===== config.mk =====
export PLATFORM = sky130hd
export DESIGN_NAME = fb_scanout
export DESIGN_NICKNAME = d
export VERILOG_FILES = /design/src/rtl/vga_timing_pkg.sv /design/src/rtl/vga_timing.sv /design/src/rtl/fb_scanout.sv
export SDC_FILE = /design/constraint.sdc
export NUM_CORES = 1
export LEC_CHECK = 0
export CAP_MARGIN = 25
export CORE_MARGIN = 2
export CORE_UTILIZATION = 35
export CTS_CLUSTER_DIAMETER = 40
export DETAILED_ROUTE_END_ITERATION = 10
export PLACE_DENSITY = 0.59
export SLEW_MARGIN = 0
export SYNTH_ARGS = -nofsm -noshare
export SYNTH_HDL_FRONTEND = slang
export SYNTH_HIERARCHICAL = 1
export SYNTH_SLANG_ARGS = --single-unit

===== constraint.sdc =====
create_clock -name clk -period 3.8 [get_ports clk]
set_input_delay 1.14 -clock clk [delete_from_list [all_inputs] [get_ports clk]]
set_output_delay 1.14 -clock clk [all_outputs]
set_load 0.05 [all_outputs]

===== src/rtl/vga_timing_pkg.sv =====
// vga_timing_pkg
//   Shared timing defaults and types for the 640x480@60 scanout path.
//   - default horizontal/vertical timing (pixels / lines)
//   - h_total / v_total derivation helpers
//   - FB_ADDR_W: width of the frame buffer pixel address (640*480 pixels)
//   - vid_ctl_t: the sync/DE bundle that travels through the read-latency pipeline
package vga_timing_pkg;

   localparam int H_ACTIVE_DEF = 640;
   localparam int H_FP_DEF     = 16;
   localparam int H_SYNC_DEF   = 96;
   localparam int H_BP_DEF     = 48;

   localparam int V_ACTIVE_DEF = 480;
   localparam int V_FP_DEF     = 10;
   localparam int V_SYNC_DEF   = 2;
   localparam int V_BP_DEF     = 33;

   localparam int FB_ADDR_W = 19;

   typedef struct packed {
      logic hsync;
      logic vsync;
      logic de;
   } vid_ctl_t;

   function automatic int h_total(int active, int fp, int sync, int bp);
      return active + fp + sync + bp;
   endfunction

   function automatic int v_total(int active, int fp, int sync, int bp);
      return active + fp + sync + bp;
   endfunction

endpackage


===== src/rtl/vga_timing.sv =====
// vga_timing
//   Horizontal/vertical position counters and the raw (undelayed) control
//   signals derived from them. Everything advances only on ce.
// Ports
//   clk          in   system clock
//   rst          in   asynchronous active-high reset
//   ce           in   pixel clock enable
//   raw          out  raw hsync / vsync / de for the current position
//   active       out  current position is inside the visible area
//   last_active  out  current position is the last visible pixel of the frame
//   frame_wrap   out  current position is the last position of the frame
//   vblank_start out  first vblank position, qualified by ce
module vga_timing
   import vga_timing_pkg::*;
#(
   parameter int H_ACTIVE = H_ACTIVE_DEF,
   parameter int H_FP     = H_FP_DEF,
   parameter int H_SYNC   = H_SYNC_DEF,
   parameter int H_BP     = H_BP_DEF,
   parameter int V_ACTIVE = V_ACTIVE_DEF,
   parameter int V_FP     = V_FP_DEF,
   parameter int V_SYNC   = V_SYNC_DEF,
   parameter int V_BP     = V_BP_DEF,
   parameter bit SYNC_POL = 1'b0
) (
   input  logic     clk,
   input  logic     rst,
   input  logic     ce,
   output vid_ctl_t raw,
   output logic     active,
   output logic     last_active,
   output logic     frame_wrap,
   output logic     vblank_start
);

   localparam int H_TOTAL = h_total(H_ACTIVE, H_FP, H_SYNC, H_BP);
   localparam int V_TOTAL = v_total(V_ACTIVE, V_FP, V_SYNC, V_BP);
   localparam int HW      = $clog2(H_TOTAL);
   localparam int VW      = $clog2(V_TOTAL);

   localparam logic [HW-1:0] H_MAX   = HW'(H_TOTAL - 1);
   localparam logic [HW-1:0] H_ACT   = HW'(H_ACTIVE);
   localparam logic [HW-1:0] H_ALAST = HW'(H_ACTIVE - 1);
   localparam logic [HW-1:0] H_SS    = HW'(H_ACTIVE + H_FP);
   localparam logic [HW-1:0] H_SE    = HW'(H_ACTIVE + H_FP + H_SYNC);

   localparam logic [VW-1:0] V_MAX   = VW'(V_TOTAL - 1);
   localparam logic [VW-1:0] V_ACT   = VW'(V_ACTIVE);
   localparam logic [VW-1:0] V_ALAST = VW'(V_ACTIVE - 1);
   localparam logic [VW-1:0] V_SS    = VW'(V_ACTIVE + V_FP);
   localparam logic [VW-1:0] V_SE    = VW'(V_ACTIVE + V_FP + V_SYNC);

   logic [HW-1:0] h_cnt;
   logic [VW-1:0] v_cnt;
   logic          h_sync_win;
   logic          v_sync_win;

   always_ff @(posedge clk or posedge rst) begin
      if (rst) begin
         h_cnt <= '0;
         v_cnt <= '0;
      end else if (ce) begin
         if (h_cnt == H_MAX) begin
            h_cnt <= '0;
            v_cnt <= (v_cnt == V_MAX) ? '0 : v_cnt + 1'b1;
         end else begin
            h_cnt <= h_cnt + 1'b1;
         end
      end
   end

   assign h_sync_win   = (h_cnt >= H_SS) && (h_cnt < H_SE);
   assign v_sync_win   = (v_cnt >= V_SS) && (v_cnt < V_SE);

   assign active       = (h_cnt < H_ACT) && (v_cnt < V_ACT);
   assign last_active  = (h_cnt == H_ALAST) && (v_cnt == V_ALAST);
   assign frame_wrap   = (h_cnt == H_MAX) && (v_cnt == V_MAX);
   assign vblank_start = ce && (h_cnt == '0) && (v_cnt == V_ACT);

   assign raw.hsync    = h_sync_win ? SYNC_POL : ~SYNC_POL;
   assign raw.vsync    = v_sync_win ? SYNC_POL : ~SYNC_POL;
   assign raw.de       = active;

endmodule


===== src/rtl/fb_scanout.sv =====
// fb_scanout
//   Display-side consumer of the double-buffered 1-bpp frame buffer.
//   Walks the frame buffer with a linear read address, delays sync/DE by the
//   RAM read latency so they line up with rd_data, and grants the renderer's
//   swap request only at vblank start so a frame is never shown torn.
// Ports
//   clk          in   system clock
//   rst          in   asynchronous active-high reset
//   ce           in   pixel clock enable; all state advances only when ce=1
//   swap_req     in   renderer: back buffer complete (level)
//   swap         out  frame buffer swap strobe, one ce cycle
//   swap_done    out  renderer acknowledge, same cycle as swap
//   vblank_start out  one ce cycle at the first vblank pixel
//   rd_addr      out  frame buffer read address (y*H_ACTIVE + x)
//   rd_data      in   frame buffer read data, RD_LATENCY ce cycles after rd_addr
//   hsync        out  horizontal sync, aligned to pixel
//   vsync        out  vertical sync, aligned to pixel
//   de           out  display enable, aligned to pixel
//   pixel        out  rd_data gated by de
//   RD_LATENCY must be 1..3.
module fb_scanout
   import vga_timing_pkg::*;
#(
   parameter int H_ACTIVE   = H_ACTIVE_DEF,
   parameter int H_FP       = H_FP_DEF,
   parameter int H_SYNC     = H_SYNC_DEF,
   parameter int H_BP       = H_BP_DEF,
   parameter int V_ACTIVE   = V_ACTIVE_DEF,
   parameter int V_FP       = V_FP_DEF,
   parameter int V_SYNC     = V_SYNC_DEF,
   parameter int V_BP       = V_BP_DEF,
   parameter bit SYNC_POL   = 1'b0,
   parameter int RD_LATENCY = 1
) (
   input  logic                 clk,
   input  logic                 rst,
   input  logic                 ce,
   input  logic                 swap_req,
   output logic                 swap,
   output logic                 swap_done,
   output logic                 vblank_start,
   output logic [FB_ADDR_W-1:0] rd_addr,
   input  logic                 rd_data,
   output logic                 hsync,
   output logic                 vsync,
   output logic                 de,
   output logic                 pixel
);

   localparam vid_ctl_t CTL_IDLE = '{hsync: ~SYNC_POL, vsync: ~SYNC_POL, de: 1'b0};

   vid_ctl_t raw;
   vid_ctl_t dly [RD_LATENCY];
   logic     active;
   logic     last_active;
   logic     frame_wrap;

   vga_timing #(
      .H_ACTIVE (H_ACTIVE),
      .H_FP     (H_FP),
      .H_SYNC   (H_SYNC),
      .H_BP     (H_BP),
      .V_ACTIVE (V_ACTIVE),
      .V_FP     (V_FP),
      .V_SYNC   (V_SYNC),
      .V_BP     (V_BP),
      .SYNC_POL (SYNC_POL)
   ) u_timing (
      .clk          (clk),
      .rst          (rst),
      .ce           (ce),
      .raw          (raw),
      .active       (active),
      .last_active  (last_active),
      .frame_wrap   (frame_wrap),
      .vblank_start (vblank_start)
   );

   // rd_addr always names the pixel at the current position. It steps after
   // each visible pixel, so through horizontal blanking it already holds the
   // first address of the next line. After the last visible pixel it parks on
   // the final address until the frame wraps back to (0,0).
   always_ff @(posedge clk or posedge rst) begin
      if (rst) begin
         rd_addr <= '0;
         for (int i = 0; i < RD_LATENCY; i++) dly[i] <= CTL_IDLE;
      end else if (ce) begin
         dly[0] <= raw;
         for (int i = 1; i < RD_LATENCY; i++) dly[i] <= dly[i-1];
         if (frame_wrap)
            rd_addr <= '0;
         else if (active && !last_active)
            rd_addr <= rd_addr + 1'b1;
      end
   end

   assign hsync = dly[RD_LATENCY-1].hsync;
   assign vsync = dly[RD_LATENCY-1].vsync;
   assign de    = dly[RD_LATENCY-1].de;
   assign pixel = dly[RD_LATENCY-1].de & rd_data;

   // vblank_start is already ce-qualified and occurs once per frame, which
   // bounds the grant to one swap per frame even with swap_req held high.
   // Reset holds the counters at (0,0), so no grant can appear around reset.
   assign swap      = vblank_start & swap_req;
   assign swap_done = swap;

endmodule

==> Word level (Yosys, flattened, before mapping) <==
Index checks and enable logic that the tools add are counted.
{ "classes": {"add_sub_neg": 3, "multipliers": 0, "div": 0, "n_lt_le_gt_ge": 6, "eq_ne": 5, "shift": 0, "muxes": 6, "bitwise_logic": 2, "reduce_logical": 13} }
{ "ops": {"columns": ["cell", "n"], "rows": [
  ["$mux 19", 2],
  ["$eq 10x10->1 const B", 3],
  ["$add 10x1->10 const B", 2],
  ["$eq 10x9->1 const B", 2],
  ["$lt 10x10->1 const B", 2],
  ["$lt 10x9->1 const B", 2],
  ["$mux 10", 2],
  ["$add 19x1->19 const B", 1],
  ["$ge 10x10->1 const B", 1],
  ["$ge 10x9->1 const B", 1],
  ["$logic_not 10->1", 1],
  ["$logic_and 1x1->1", 8],
  ["$reduce_and 2->1", 2],
  ["$and 1x1->1", 2],
  ["$mux 1", 2],
  ["$reduce_bool 2->1", 1],
  ["$logic_not 1->1", 1]
]} }
{ "word_totals": {"regBits": 42, "latchBits": 0, "mem_bits_rw": 0, "mem_bits_ro": 0, "output_inout_bits": 26, "wordCells": 41, "mem_count": 0} }

==> Depth between registers and ports, before layout <==
{ "depth": {"ltp_word": 6, "depth_mapped": 10, "ltp_nobuf": 9} }

==> By module <==
The synthesis kept the hierarchy.
{ "modules_own_cells": {"columns": ["module", "instances", "cells_each", "area_each_um2", "seq_area_each_um2"], "rows": [
  ["vga_timing", 1, 128, 1213.7, 500.5],
  ["fb_scanout", 1, 129, 1211.2, 553.0]
]} }

==> Worst setup path after synthesis <==
Ideal clock, no wire load.
{ "synth_path": {"path_kind": "input-to-output", "start": "in ce", "end": "out swap_done", "arrival_time_ns": 4.276, "required_ns": 2.660, "path_slack_ns": -1.616, "cell_stages": 6, "cell_sequence": "buf_4 nand4b_1 or4b_1 nor4_1 and2_1 buf_4"} }
{ "synth_via": {"elab_chain_cells": 3} }
{ "synth_lines": {"columns": ["item", "line", "source"], "rows": [
  ["start: declaration", "fb_scanout.sv:37", "input logic ce,"],
  ["$logic_and 1x1->1 (2 in series)", "vga_timing.sv:78", "assign vblank_start = ce && (h_cnt == '0) && (v_cnt == V_ACT);"],
  ["net vblank_start", "fb_scanout.sv:41", "output logic vblank_start,"],
  ["$and 1x1->1", "fb_scanout.sv:105", "assign swap = vblank_start & swap_req;"],
  ["end: declaration", "fb_scanout.sv:40", "output logic swap_done,"]
]} }
The timed path passes the listed nets, and every way through them passes these cells.

==> Worst setup path after layout <==
{ "layout_path": {"start": "in ce", "end": "out swap_done"} }
{ "layout_via": {"elab_chain_cells": 3} }
{ "layout_lines": {"columns": ["item", "line"], "rows": [
  ["$logic_and 1x1->1 (2 in series)", "vga_timing.sv:78"],
  ["$and 1x1->1", "fb_scanout.sv:105"]
]} }
Every way passes these cells.

==> run_results.csv <==
group,metric,value,unit
status,status,"finished, final reports clean",
finish,drive_gt1_share,11.1,%
flow_run,cap_violations,0,
finish,finalNonFillerCells,368,
sta,drv_slew,0,
routing,vias,2019,
routing,via_per_inst,5.49,
clock_network,numCtsBuffers,5,
hold_path,hold_path_class,"reg -> reg",
clock_network,clk_path_buf_depth,2,
floorplan,coreArea,6760,um2
routing,route.met2.wl,2420,um
clock_network,clk_pin_slew,90,ps
routing,wl_met1,2700,um
finish,fillers,666,
sta,rsz0062_at_grt,"no",
place,dpl.hpwl,3860,um
routing,drt_pass1_iterations,4,
setup_path,critPathCapture,"swap_done",
clock_network,cts_sinks,42,
global_route,grt_pass1_wl,9340,um
synth,async_flop_share,100,%
routing,ant_nets,0,
floorplan,die_w,87.2,um
setup_path,cp-end-kind,"output pin",
power,p_clk_share,41.4,%
place,port-buffer-count,30,
place,place_inst,360,
synth,yosysTopAreaCellShare,41.3,%
synth,synth_ff_type,"dfrtp_1",
synth,ys_types,51,
sta,fmax,0.269,GHz
sta,hold_viol_final,0,
power,p_sw_share,25.8,%
clock_network,root_buffer,"clkbuf_8",
finish,final_cell_mix,"40 x dfrtp_1, 25 x clkdlybuf4s50_1, 23 x nand3_1",
clock_network,h-tree-depth,2,
floorplan,die_area,7610,um2
synth,synth-edff-count,0,
power,switchingPower,0.277,mW
routing,drt_iter0_markers,111,
finish,areaGrowthSynthToFinish,22.4,%
setup_path,path_class,"in -> out",
global_route,grt_pass1_vias,1919,
setup_path,cp_max_fo,2,
synth,synthCells,257,
global_route,antenna_found_initial,0,
setup_path,worstPathRequired,2660,ps
power,p_leak,1.21,nW
finish,final_common_cell,"dfrtp_1",
sta,setup_violations,0,
synth,yosysWarnings,6,
global_route,grt_usage,15.7,%
synth,syn_nets,268,
synth,yosysSeqAreaShare,43.4,%
sta,setup_slack,89.1,ps
routing,wirelength,5410,um
power,ir_worst_vdd,0.190,mV
finish,diodes,0,
setup_path,r2r_end,"rd_addr[9]",
floorplan,die_y,87.2,um
sta,fin_skew,8.51,ps
sta,slew_headroom,39.7,%
power,seqPwrFrac,48.5,%
setup_path,rr_worst_depth,10,
setup_path,worstPathArrival,2570,ps
synth,ys_ff_latch,42,
floorplan,io_pins,31,
finish,finish.utilization,43.9,%
finish,nNetsFinal,298,
synth,syn_area,2420,um2
global_route,grt_overflow,0,
clock_network,hold_buffers,0,
setup_path,startpoint,"ce",
routing,wl_met3,218,um
place,postPlaceCellArea,2830,um2
routing,wire_per_inst,14.7,um
place,finalWeightedCongestion,0.824,
floorplan,start_util,35.9,%
setup_path,start_kind,"input pin",
synth,yosysTopAreaCell,"dfrtp_1",
sta,worst_pin_slew,903,ps
clock_network,cts_tree,"built",
floorplan,rows,30,
routing,drcViolationCount,0,
power,power_density,362,nW/um2
setup_path,rrSetupSlack,1110,ps
place,post-place-ws,-206,ps
clock_network,clock_latency,300,ps
routing,topRoutingLayerUsed,"met4",
finish,design_area,2970,um2
global_route,grt_max_degree,23,
power,internal_power,0.799,mW
power,p_comb_share,10.1,%
sta,post-route-min-period,3710,ps
setup_path,r2r_start,"u_timing/v_cnt[0]",
synth,synth_area_leaders,"dfrtp_1 41%, nand3_1 4.7%, xnor2_1 3.6%, ha_1 3.1%, nor2_1 2.9%",
sta,period_share,97.7,%
synth,synth.avg_cell_area,9.44,um2
## power by group through the flow
stage | registers, mW | clock network [mW] | logic (mW)
floorplan | 0.501 | 0 | 0.130
global placement | 0.530 | 0 | 0.109
detailed placement | 0.529 | 0 | 0.111
CTS | 0.521 | 0.459 | 0.111
global route | 0.527 | 0.475 | 0.125
finish | 0.522 | 0.446 | 0.108
## synthesized netlist by cell type (all sizes together), types with 2 or more instances
library cell / number
and3: 2
nand4: 14
or2: 2
dfrtp: 40
dfstp: 2
nor2b: 3
nor3b: 2
nor3: 7
clkbuf: 3
a211oi: 2
or4: 7
nor2: 19
o21ai: 14
o31ai: 7
nand2: 18
xnor2: 10
nand2b: 4
and4: 4
a21oi: 11
and2: 4
nand3: 23
nor4: 3
xor2: 5
mux2i: 2
o211ai: 3
buf: 7
inv: 14
mux2: 3
nor4b: 2
ha: 6
nand4b: 2
## per-stage QoR
stage | total power, mW | hold WS (ps) | setup TNS (ps)
after detailed placement | 0.640 | 531 | -548
after CTS | 1.09 | 543 | 0
after global routing | 1.13 | 581 | 0
after floorplan | 0.631 | 486 | -465
final | 1.08 | 544 | 0
after global placement | 0.639 | 525 | -540
## what timing repair did
item,CTS,global route
buffers inserted,0,0
resized for setup,1,0
endpoints found under the setup margin,3,0
endpoints found under the hold margin,0,0
## critical path: stages
cell and delay (ps):
dlygate4sd2_1 250, nand4b_1 110, or4b_4 540, nor4_4 170, and2_4 220, buf_12 130
## worst min-delay path by stage
stage	from	end	slack [ps]	cells after the start
final	u_timing/h_cnt[6]	u_timing/h_cnt[6]	540	1
after global routing	u_timing/v_cnt[7]	u_timing/v_cnt[7]	580	1
after CTS	u_timing/h_cnt[6]	u_timing/h_cnt[6]	540	1
after detailed placement	rd_addr[1]	rd_addr[1]	530	2
after global placement	u_timing/v_cnt[7]	u_timing/v_cnt[7]	520	1
after floorplan	u_timing/v_cnt[7]	u_timing/v_cnt[7]	490	1
## area by class of cell
type | count | area [um2] | share of cell area (%)
inverter | 14 | 52.6 | 1.77
timing repair buffer | 33 | 349 | 11.8
multi-input combinational | 191 | 1270 | 42.8
tap | 80 | 100 | 3.37
clock buffer | 6 | 82.6 | 2.78
clock inverter | 2 | 60.1 | 2.02
sequential | 42 | 1050 | 35.5
## metal layers
layer | vias up | GRT usage, %
li1 | 999 | -
met1 | 970 | 22.8
met2 | 43 | 23.5
met3 | 7 | 3.22
met4 | 0 | 5.03
met5 | - | 0
## sequential cells by signal, summed over array words and instances (netlist names)
signal / flops
de: 1
vsync: 1
u_timing/v_cnt: 10
hsync: 1
u_timing/h_cnt: 10
rd_addr: 19
## cell families after synthesis
family                   count (synthesis)  synth area share (%)
AND/OR/NAND/NOR                        120                  29.2
adder cells (fa/ha/maj)                  6                  3.10
multiplexers                             5                  2.22
XOR/XNOR                                15                  5.42
buffers and inverters                   24                  5.00
flip-flops                              42                  43.4
AO/OA/AOI/OAI                           45                  11.6
No activity file was read; power rests on OpenSTA's default activity.
